[config.mk]
export PLATFORM = sky130hd
export DESIGN_NAME = frame_scrambler
export DESIGN_NICKNAME = d
export VERILOG_FILES = /design/src/rtl/frame_scrambler.sv
export SDC_FILE = /design/constraint.sdc
export NUM_CORES = 1
export LEC_CHECK = 0
export CAP_MARGIN = 20
export CORE_MARGIN = 4
export CORE_UTILIZATION = 26
export CTS_BUF_LIST = sky130_fd_sc_hd__clkbuf_2 sky130_fd_sc_hd__clkbuf_4 sky130_fd_sc_hd__clkbuf_8
export CTS_CLUSTER_SIZE = 28
export DETAILED_ROUTE_END_ITERATION = 12
export GPL_TIMING_DRIVEN = 1
export PLACE_DENSITY = 0.53
export SLEW_MARGIN = 20
export SYNTH_ARGS = -nofsm -noshare
export SYNTH_HDL_FRONTEND = slang
export SYNTH_SLANG_ARGS = --single-unit
[constraint.sdc]
create_clock -name clk1 -period 2.2 [get_ports clk1]
set_input_delay 0.44 -clock clk1 [delete_from_list [all_inputs] [get_ports clk1]]
set_output_delay 0.44 -clock clk1 [all_outputs]
set_load 0.02 [all_outputs]
[src/rtl/frame_scrambler.sv]
// rtl/frame_scrambler.sv - per-frame seeded byte scrambler with a single registered output stage
// Define FRAME_SCRAMBLER_HDR_EN to emit the SYNC/seed header; the default build is header-less.
module frame_scrambler (
  input  logic       clk1,
  input  logic       rst,
  input  logic [7:0] pattern_in,
  input  logic [7:0] s_data,
  input  logic       s_valid,
  input  logic       s_last,
  output logic       s_ready,
  output logic [7:0] m_data,
  output logic       m_valid,
  output logic       m_last,
  input  logic       m_ready,
  output logic [7:0] frame_cnt
);

`ifdef FRAME_SCRAMBLER_HDR_EN
  localparam logic [7:0] SYNC_BYTE = 8'hA5;
`else
  logic unused_pattern;
  assign unused_pattern = ^pattern_in;
`endif

  localparam logic [7:0] KEY_INIT = 8'h01;

  typedef enum logic [1:0] {
    ST_IDLE    = 2'd0,
    ST_SEED    = 2'd1,
    ST_PAYLOAD = 2'd2
  } state_t;

  state_t     state_q, state_d;
  logic [7:0] key_q, key_d;
  logic [7:0] m_data_q, m_data_d;
  logic       m_valid_q, m_valid_d;
  logic       m_last_q, m_last_d;
  logic [7:0] frame_cnt_q, frame_cnt_d;
  logic       or_free;
  logic       load;
  logic [7:0] payload_key;

  function automatic logic [7:0] step(input logic [7:0] k);
    return {k[6:0], k[0] ^ k[1] ^ k[2] ^ k[7]};
  endfunction

  assign or_free = !m_valid_q || m_ready;

  always_comb begin
    state_d     = state_q;
    key_d       = key_q;
    m_data_d    = m_data_q;
    m_last_d    = m_last_q;
    frame_cnt_d = frame_cnt_q;
    load        = 1'b0;
    s_ready     = 1'b0;
    payload_key = key_q;

    case (state_q)
      ST_IDLE: begin
`ifdef FRAME_SCRAMBLER_HDR_EN
        // The pending input byte only triggers the header; it is consumed later in PAYLOAD.
        if (s_valid && or_free) begin
          load     = 1'b1;
          m_data_d = SYNC_BYTE;
          m_last_d = 1'b0;
          key_d    = (pattern_in == 8'h00) ? KEY_INIT : pattern_in;
          state_d  = ST_SEED;
        end
`else
        s_ready     = or_free;
        payload_key = KEY_INIT;
`endif
      end
      ST_SEED: begin
        if (or_free) begin
          load     = 1'b1;
          m_data_d = key_q;
          m_last_d = 1'b0;
          state_d  = ST_PAYLOAD;
        end
      end
      ST_PAYLOAD: s_ready = or_free;
      default:    state_d = ST_IDLE;
    endcase

    if (s_valid && s_ready) begin
      load     = 1'b1;
      m_data_d = s_data ^ payload_key;
      m_last_d = s_last;
      key_d    = step(payload_key);
      state_d  = s_last ? ST_IDLE : ST_PAYLOAD;
      if (s_last) begin
        frame_cnt_d = frame_cnt_q + 8'd1;
      end
    end

    m_valid_d = load || (m_valid_q && !m_ready);
  end

  always_ff @(posedge clk1) begin
    if (rst) begin
      state_q     <= ST_IDLE;
      key_q       <= KEY_INIT;
      m_data_q    <= 8'h00;
      m_valid_q   <= 1'b0;
      m_last_q    <= 1'b0;
      frame_cnt_q <= 8'h00;
    end else begin
      state_q     <= state_d;
      key_q       <= key_d;
      m_data_q    <= m_data_d;
      m_valid_q   <= m_valid_d;
      m_last_q    <= m_last_d;
      frame_cnt_q <= frame_cnt_d;
    end
  end

  assign m_data    = m_data_q;
  assign m_valid   = m_valid_q;
  assign m_last    = m_last_q;
  assign frame_cnt = frame_cnt_q;

endmodule

; ---- Yosys cells after proc, flatten, opt, wreduce, memory -nomap -nowiden
; Index checks and enable logic that the tools add are counted.
[op_classes]
eq_ne = 4
bitwise = 4
add_sub_neg = 1
n_mux = 15
n_reduce_logical = 13
[op_table]
columns = operator, count
row1 = $mux W8, 4
row2 = $add A8 B1 Y8 const B, 1
row3 = $xor A8 B8 Y8, 1
row4 = $mux W1, 7
row5 = $mux W2, 3
row6 = $reduce_and A2 Y1, 3
row7 = $pmux W2 S2, 1
row8 = $reduce_bool A2 Y1, 2
row9 = $ne A3 B3 Y1 const B, 1
row10 = $xor A1 B1 Y1, 3
row11 = $eq A2 B1 Y1 const B, 1
row12 = $eq A2 B2 Y1 const B, 1
row13 = $logic_and A1 B1 Y1, 2
row14 = $logic_not A1 Y1, 2
row15 = $logic_not A2 Y1, 1
row16 = $logic_or A1 B1 Y1, 2
row17 = $ne A2 B1 Y1 const B, 1
row18 = $reduce_or A2 Y1, 1
[word_totals]
in_bits = 21
elab_cells = 43
out_inout_bits = 19
register_bits = 28

; ---- Longest topological paths before layout
; Gate-level depths: netlist of run 1.
[depth]
depth_word = 6
depth_mapped = 7

; ---- Worst setup path before layout of run 1
; No wires, ideal clock.
[synth_path]
path_type = flip-flop to flip-flop
from = register m_valid_q (netlist: m_valid)
to = register frame_cnt_q[7] (netlist: frame_cnt[7])
arrival_ns = 1.420
path_buffers = 1
setup_slack_ns = 0.660
synth_period_minus_slack_ns = 1.540
stages_incl_launch_ff = 7
required_ns = 2.079
setup_time_ns = 0.121
path_cell_list = dfxtp_1 -> nor2b_4 -> inv_4 -> and2_4 -> buf_6 -> nand4_1 -> mux2_2
[synth_via]
elab_chain_len = 5
[synth_rtl]
columns = item, line
row1 = "start, declared", 36  ; logic m_valid_q, m_valid_d;
row2 = "start signal, assigned", 113  ; m_valid_q <= m_valid_d;
row3 = $logic_not A1 Y1, 47  ; assign or_free = !m_valid_q || m_ready;
row4 = $logic_or A1 B1 Y1, 47
row5 = $mux W1, 59  ; case (state_q)
row6 = named net s_ready, 10  ; output logic s_ready,
row7 = $logic_and A1 B1 Y1, 87  ; if (s_valid && s_ready) begin
row8 = $reduce_and A2 Y1 (no source line), --
row9 = "end signal, assigned", 115  ; frame_cnt_q <= frame_cnt_d;
row10 = "end, declared", 38  ; logic [7:0] frame_cnt_q, frame_cnt_d;
; The timed path passes the listed nets, and every way through them passes these cells.
; A chain may end at the register's enable or synchronous reset.

; ---- Worst setup path in the final report of run 1
[layout_path]
from = input port m_ready
to = output port s_ready
[layout_via]
elab_chain_len = 2
[layout_rtl]
columns = item, line
row1 = "start, declared", 14  ; input logic m_ready,
row2 = $logic_or A1 B1 Y1, 47
row3 = $mux W1, 59
row4 = "end, declared", 10
; No other way between the ends.

==> flow_summary.toml, run 1 <==
[logic_synthesis]
ys_types = 30
synth.mux.area_fraction_pct = 1.754
syn_area_sq_um = 1212
synth_edf_count = 0
yosysSeqAreaShare_pct = 44.58
synthAdderAreaFrac_pct = 1.032
synth_top_family_by_area = "simple AND/OR/NAND/NOR gates"
ys_seq_elements = 27
ys_top_cells_by_count = "dfxtp_1, nor2_1, nand2_1"
synthesis.nets = 157
synth_warnings = 0
synth_top_cell_by_area = "dfxtp_1"
syn_inst = 135
synth_top_area_share_pct = 44.58
synth_area_per_cell_sq_um = 8.981
async_flop_share_pct = 0
yosys.area_share.simple_pct = 25.28
ys.flop_type = "dfxtp_1"
synth-compound-area-share_pct = 9.288
synth_area_leaders = "dfxtp_1, xor2_1, nor2_1"
synth-xor-area-share_pct = 11.56
yosysMostFrequentCell = "dfxtp_1"

[grt]
grt_max_degree = 20
antenna_found_initial = 0
grt_pass1_wl_um = 4498
first_global_vias = 957
grt.overflow.total = 0
track_usage_pct = 9.276

[detailed_routing]
m1WireLength_um = 1274
drc = 0
first_pass_iters = 4
wire_per_inst_um = 11.84
drt-initial-drc-count = 57
wirelength_um = 2582
vias = 974
via_per_inst = 4.468
top_layer_used = "met4"
wl_met3_um = 86
postRouteAntennaNets = 0
route.met2.wl_um = 1186

[power_and_ir_drop]
power_mw = 0.9642
p_leak_nw = 0.5621
p_per_area_nw_per_um2 = 603.4
ir_worst_vdd_mv = 0.3310

[placed_design]
dp_hpwl_um = 1967
place_ws_ns = 0.08662
placed_cells = 214
finalWeightedCongestion = 0.7159
port_buffers = 31
place_area_sq_um = 1549

[critical_path]
critPathArrivalTime_ns = 1.67
crit_family = "buffers and inverters"
r2r_cells = 6
crit_fanout = 6
rr_startpoint = "m_valid"
end_kind = "output port"
crit_end = "s_ready"
max_stage_delay_ns = 0.53
r2r_end = "frame_cnt[7]"
cp-startpoint = "m_ready"
cp_common_cell = "clkdlybuf4s50_1"
worstPathRequired_ns = 1.76
worst_setup_path_start_kind = "input port"
crit_cells = 4
cp.buffers_inverters = 3
path_cells = "clkdlybuf4s50_1 > nor2b_4 > inv_4 > clkdlybuf4s50_1"
crit_path_top_delay_cell = "clkdlybuf4s50_1"
critical_path_class = "input port to output port"
r2r_setup_slack_ns = 0.67

[clock_network]
post_cts_buffers = 0
clkSinkCount = 27
cts_resized = 0
numCtsBuffers = 3
hold_buffers = 0
cts.clk_slew.worst_paths_ns = 0.09
h-tree-depth = 1
worstSkewPairLatency_ns = 0.26
cts-root-buf = "clkbuf_8"
cts_buffer_depth = 2
cts_tree = "built"

[layout]
fill_cells = 477
utilization_pct = 35.95
drive_gt1_share_pct = 8.434
fin_nets = 189
antenna_cells = 0
final_area_sq_um = 1598
area_growth_syn_to_layout_pct = 31.79
final_cell_count_no_fill = 218

[sta]
hold_ws_ns = 0.4722
maxSlewHeadroom_pct = 65.79
drv_slew = 0
hold_viol_final = 0
tns_ns = 0
setup_viol = 0
worst_slack_ns = 0.08711
fin_crit_sh_pct = 96.04
fin_crit_ns = 2.113
fin_skew_ns = 0.001649
rsz0062_at_grt = "false"
tightest_slew_ns = 0.5124
max_clock_freq_mhz = 473.3

[die]
rows = 24
core-area_sq_um = 4444
die_w_um = 76.29
die_h_um = 76.29
die_area_sq_um = 5819
io_pins = 40
initial_core_util_pct = 27.28

[run_status]
status = "finished, final reports clean"

[hold_path]
hp-class = "flip-flop to flip-flop"

[run]
max_cap_violations = 0
power breakdown:
part           total [mW]  internal, mW  switching [mW]
logic               0.151        0.0769          0.0737
registers           0.526         0.508          0.0177
clock network       0.288         0.142           0.146
kinds of logic after synthesis:
| kind of cell | after synthesis |
|---|---|
| AO/OA/AOI/OAI | 17 |
| XOR/XNOR | 16 |
| adder cells (fa/ha/maj) | 1 |
| buffers and inverters | 10 |
| flip-flops | 27 |
| multiplexers | 2 |
| AND/OR/NAND/NOR | 62 |
sequential cells by signal (all words and copies together) (netlist names):
register	flops
m_data	8
frame_cnt	8
m_last	1
key_q	8
m_valid	1
state_q	1
tightest hold or removal path: cells and delay by family (launching register included):
family,cells,cell delay (ns)
and+or+nand+nor,1,0.05
DFF,1,0.32
AOI/OAI and AO/OA,1,0.06
cell usage in the layout (no fill, tap or decap), types with 2 or more instances in the layout:
cell type,instances
xnor2_1,6
buf_4,4
a211oi_1,8
nor2b_1,2
a21oi_1,8
xor2_1,10
clkdlybuf4s50_1,31
clkbuf_8,3
and3_1,2
nand4_1,3
nor3b_1,2
nand2_1,18
dfxtp_1,27
nand3_1,6
nor2_1,22
per-layer routing:
layer,vias to the layer above,track usage [%]
li1,518,-
met1,434,11.83
met2,20,14.94
met3,2,2.955
met4,0,2.717
met5,-,0
area by class of cell:
cell class / count / area [sq um] / share of cell area (%)
well taps: 52 / 65.06 / 4.072
inverters: 2 / 10.01 / 0.6265
clock buffers: 4 / 48.80 / 3.054
multi-input cells: 98 / 593.1 / 37.12
repair buffers: 35 / 340.3 / 21.30
flip-flops and latches: 27 / 540.5 / 33.83
how the worst min path moves through the flow:
stage               from         to  slack, ns  cells past startpoint
2_1_floorplan   key_q[3]   key_q[3]       0.45                      2
3_3_place_gp   m_data[0]  m_data[0]       0.45                      2
3_5_place_dp    key_q[6]   key_q[6]       0.47                      2
4_1_cts         key_q[6]   key_q[6]       0.48                      2
5_1_grt         key_q[5]   key_q[5]       0.50                      2
6_report       m_data[0]  m_data[0]       0.47                      2
No activity file was read; power rests on OpenSTA's default activity.
==> run 2, diff against run 1 <==
--- a/config.mk
+++ b/config.mk
@@ -5,15 +5,16 @@
 export SDC_FILE = /design/constraint.sdc
 export NUM_CORES = 1
 export LEC_CHECK = 0
-export CAP_MARGIN = 20
+export ABC_AREA = 1
 export CORE_MARGIN = 4
 export CORE_UTILIZATION = 26
 export CTS_BUF_LIST = sky130_fd_sc_hd__clkbuf_2 sky130_fd_sc_hd__clkbuf_4 sky130_fd_sc_hd__clkbuf_8
 export CTS_CLUSTER_SIZE = 28
 export DETAILED_ROUTE_END_ITERATION = 12
 export GPL_TIMING_DRIVEN = 1
-export PLACE_DENSITY = 0.53
+export PLACE_DENSITY = 0.52
 export SLEW_MARGIN = 20
 export SYNTH_ARGS = -nofsm -noshare
 export SYNTH_HDL_FRONTEND = slang
 export SYNTH_SLANG_ARGS = --single-unit
+export TNS_END_PERCENT = 30
==> run 2 against run 1 <==
- count of clock-buffer cells in the layout shrank 1
- sequential share of layout area shrank 2.8 points
- final area grew 8.9%
- worst hold slack lost 0.0021 ns
- setup slack gained 0.071 ns
- combinational power grew 25%
- clock power shrank 2%
- flip-flop and latch count is the same
- synthesized cell count grew 12%
- register-to-register slack gained 0.31 ns
==> flow_summary.toml, run 2 <==
[sta]
tns_ns = 0
drv_slew = 0
hold_viol_final = 0
max_clock_freq_mhz = 489.7
fin_crit_ns = 2.042
rsz0062_at_grt = "false"
worst_slack_ns = 0.1580
hold_ws_ns = 0.4701
setup_viol = 0
fin_skew_ns = 0.003390
tightest_slew_ns = 0.3675
maxSlewHeadroom_pct = 75.47
fin_crit_sh_pct = 92.82

[power_and_ir_drop]
ir_worst_vdd_mv = 0.2427
p_leak_nw = 0.6170
p_per_area_nw_per_um2 = 581.8

[hold_path]
hp-class = "flip-flop to flip-flop"
holdPathStages = 2
min_to = "m_last"
hold_start = "m_last"

[clock_network]
post_cts_buffers = 0
cts_buffer_depth = 2
worstSkewPairLatency_ns = 0.27
cts_resized = 0
cts-root-buf = "clkbuf_8"
cts.clk_slew.worst_paths_ns = 0.10
numCtsBuffers = 3
clkSinkCount = 27
h-tree-depth = 1
cts_tree = "built"
hold_buffers = 0

[grt]
antenna_found_initial = 0
grt_max_degree = 31
grt_pass1_wl_um = 4360
grt.overflow.total = 0
track_usage_pct = 8.655
first_global_vias = 951

[logic_synthesis]
ys_seq_elements = 27
async_flop_share_pct = 0
synth_top_area_share_pct = 40.68
synth_edf_count = 0
synth_area_leaders = "dfxtp_1, a21oi_2, o21ai_2"
synth_top_cell_by_area = "dfxtp_1"
syn_area_sq_um = 1329
synth_area_per_cell_sq_um = 8.800
ys_types = 25
ys.flop_type = "dfxtp_1"
synth_warnings = 0
yosysMostFrequentCell = "nand2_1"
yosysSeqAreaShare_pct = 40.68
syn_inst = 151
ys_top_cells_by_count = "nand2_1, dfxtp_1, a21oi_2, o21ai_2, nor2_1"
synthesis.nets = 173

[critical_path]
worstPathRequired_ns = 1.76
critical_path_class = "input port to output port"
cp-startpoint = "m_ready"
rr_startpoint = "state_q[1]"
r2r_end = "key_q[0]"
crit_fanout = 2
worst_setup_path_start_kind = "input port"
critPathArrivalTime_ns = 1.60
end_kind = "output port"
r2r_cells = 5
r2r_setup_slack_ns = 0.98

[die]
die_h_um = 79.49
initial_core_util_pct = 27.41
die_area_sq_um = 6319
io_pins = 40
rows = 25
die_w_um = 79.49
core-area_sq_um = 4848

[detailed_routing]
drt-initial-drc-count = 26
first_pass_iters = 3
wire_per_inst_um = 9.952
wirelength_um = 2488
postRouteAntennaNets = 0
vias = 1013
drc = 0
via_per_inst = 4.052

[placed_design]
placed_cells = 246
dp_hpwl_um = 1794
finalWeightedCongestion = 0.7289
place_area_sq_um = 1694
port_buffers = 31
place_ws_ns = 0.1517

[layout]
area_growth_syn_to_layout_pct = 30.98
fill_cells = 510
mostFrequentLayoutCells = "clkdlybuf4s50_1, nand2_1, dfxtp_1"
multi_input_area_sq_um = 675.6
antenna_cells = 0
drive_gt1_share_pct = 25.68
final_area_sq_um = 1740
fin_nets = 206
final_cell_count_no_fill = 250
seqCellArea_sq_um = 540.5
layout_commonest_cell = "clkdlybuf4s50_1"

[run_status]
status = "finished, final reports clean"

[run]
max_cap_violations = 0
[run 2: cell types whose count changed in the layout (fill, tap and decap cells not counted), sizes merged, moves of 3 or more]
cell | previous run | this run
nor2 | 22 | 14
xnor2 | 6 | 2
nand2 | 18 | 32
xor2 | 10 | 7
a211oi | 8 | 0
nor2b | 3 | 0
o21ai | 0 | 19
inv | 2 | 11
a21oi | 8 | 24
[run 2: power by group]
| part | leakage (nW) | total, mW | switching, mW | internal [mW] |
|---|---|---|---|---|
| combinational | 0.369 | 0.189 | 0.0990 | 0.0900 |
| clock | 0.0255 | 0.283 | 0.157 | 0.127 |
| sequential | 0.222 | 0.540 | 0.0235 | 0.517 |
[run 2: per-stage QoR]
step / power [mW] / utilization, %
after detailed placement: 0.7443 / 34.94
after global placement: 0.7439 / 34.94
after global routing: 1.073 / 35.90
after CTS: 1.038 / 35.90
final: 1.013 / 35.90
after floorplan: 0.6743 / -
[run 2: how the worst max path moves through the flow]
stage                     cells after the start            to  slack (ns)
after floorplan                               6  frame_cnt[6]        1.01
after global placement                        4       s_ready        0.14
after detailed placement                      4       s_ready        0.15
after CTS                                     4       s_ready        0.14
after global routing                          4       s_ready         0.1
final                                         4       s_ready        0.16
[run 2: metal layers]
layer	global-route usage [%]	routed length, um	vias to the layer above
met5	0	0	-
met4	1.031	12	0
met3	3.612	147	2
met2	14.44	1130	21
met1	10.67	1197	436
li1	-	-	554
[run 2: layout make-up]
class,count,share of cell area (%)
Clock buffer,3,2.372
Multi-Input combinational cell,106,38.82
Tap cell,67,4.817
Inverter,12,2.804
Sequential cell,27,31.06
Clock inverter,1,0.2876
Timing Repair Buffer,34,19.84
[run 2: worst max-delay path: stages]
cell             delay [ns]
clkdlybuf4s50_1        0.46
inv_1                  0.06
nand2_4                0.05
clkdlybuf4s50_1        0.59
[run 2: cell families after synthesis]
logic type	count (synthesis)	synth area share [%]
AOI/OAI and AO/OA	43	24.67
xor gates and xnor gates	9	5.933
adders and majority gates	1	0.9415
buffers and inverters	18	8.474
DFF	27	40.68
and+or+nand+nor	53	19.30
==> run 3, diff against run 2 <==
--- a/config.mk
+++ b/config.mk
@@ -5,14 +5,14 @@
 export SDC_FILE = /design/constraint.sdc
 export NUM_CORES = 1
 export LEC_CHECK = 0
-export ABC_AREA = 1
+export ABC_AREA = 0
 export CORE_MARGIN = 4
 export CORE_UTILIZATION = 26
 export CTS_BUF_LIST = sky130_fd_sc_hd__clkbuf_2 sky130_fd_sc_hd__clkbuf_4 sky130_fd_sc_hd__clkbuf_8
 export CTS_CLUSTER_SIZE = 28
 export DETAILED_ROUTE_END_ITERATION = 12
 export GPL_TIMING_DRIVEN = 1
-export PLACE_DENSITY = 0.52
+export PLACE_DENSITY = 0.53
 export SLEW_MARGIN = 20
 export SYNTH_ARGS = -nofsm -noshare
 export SYNTH_HDL_FRONTEND = slang
==> results of run 3 <==
Same layout as run 1: the final DEF is identical, and so are final timing and power.
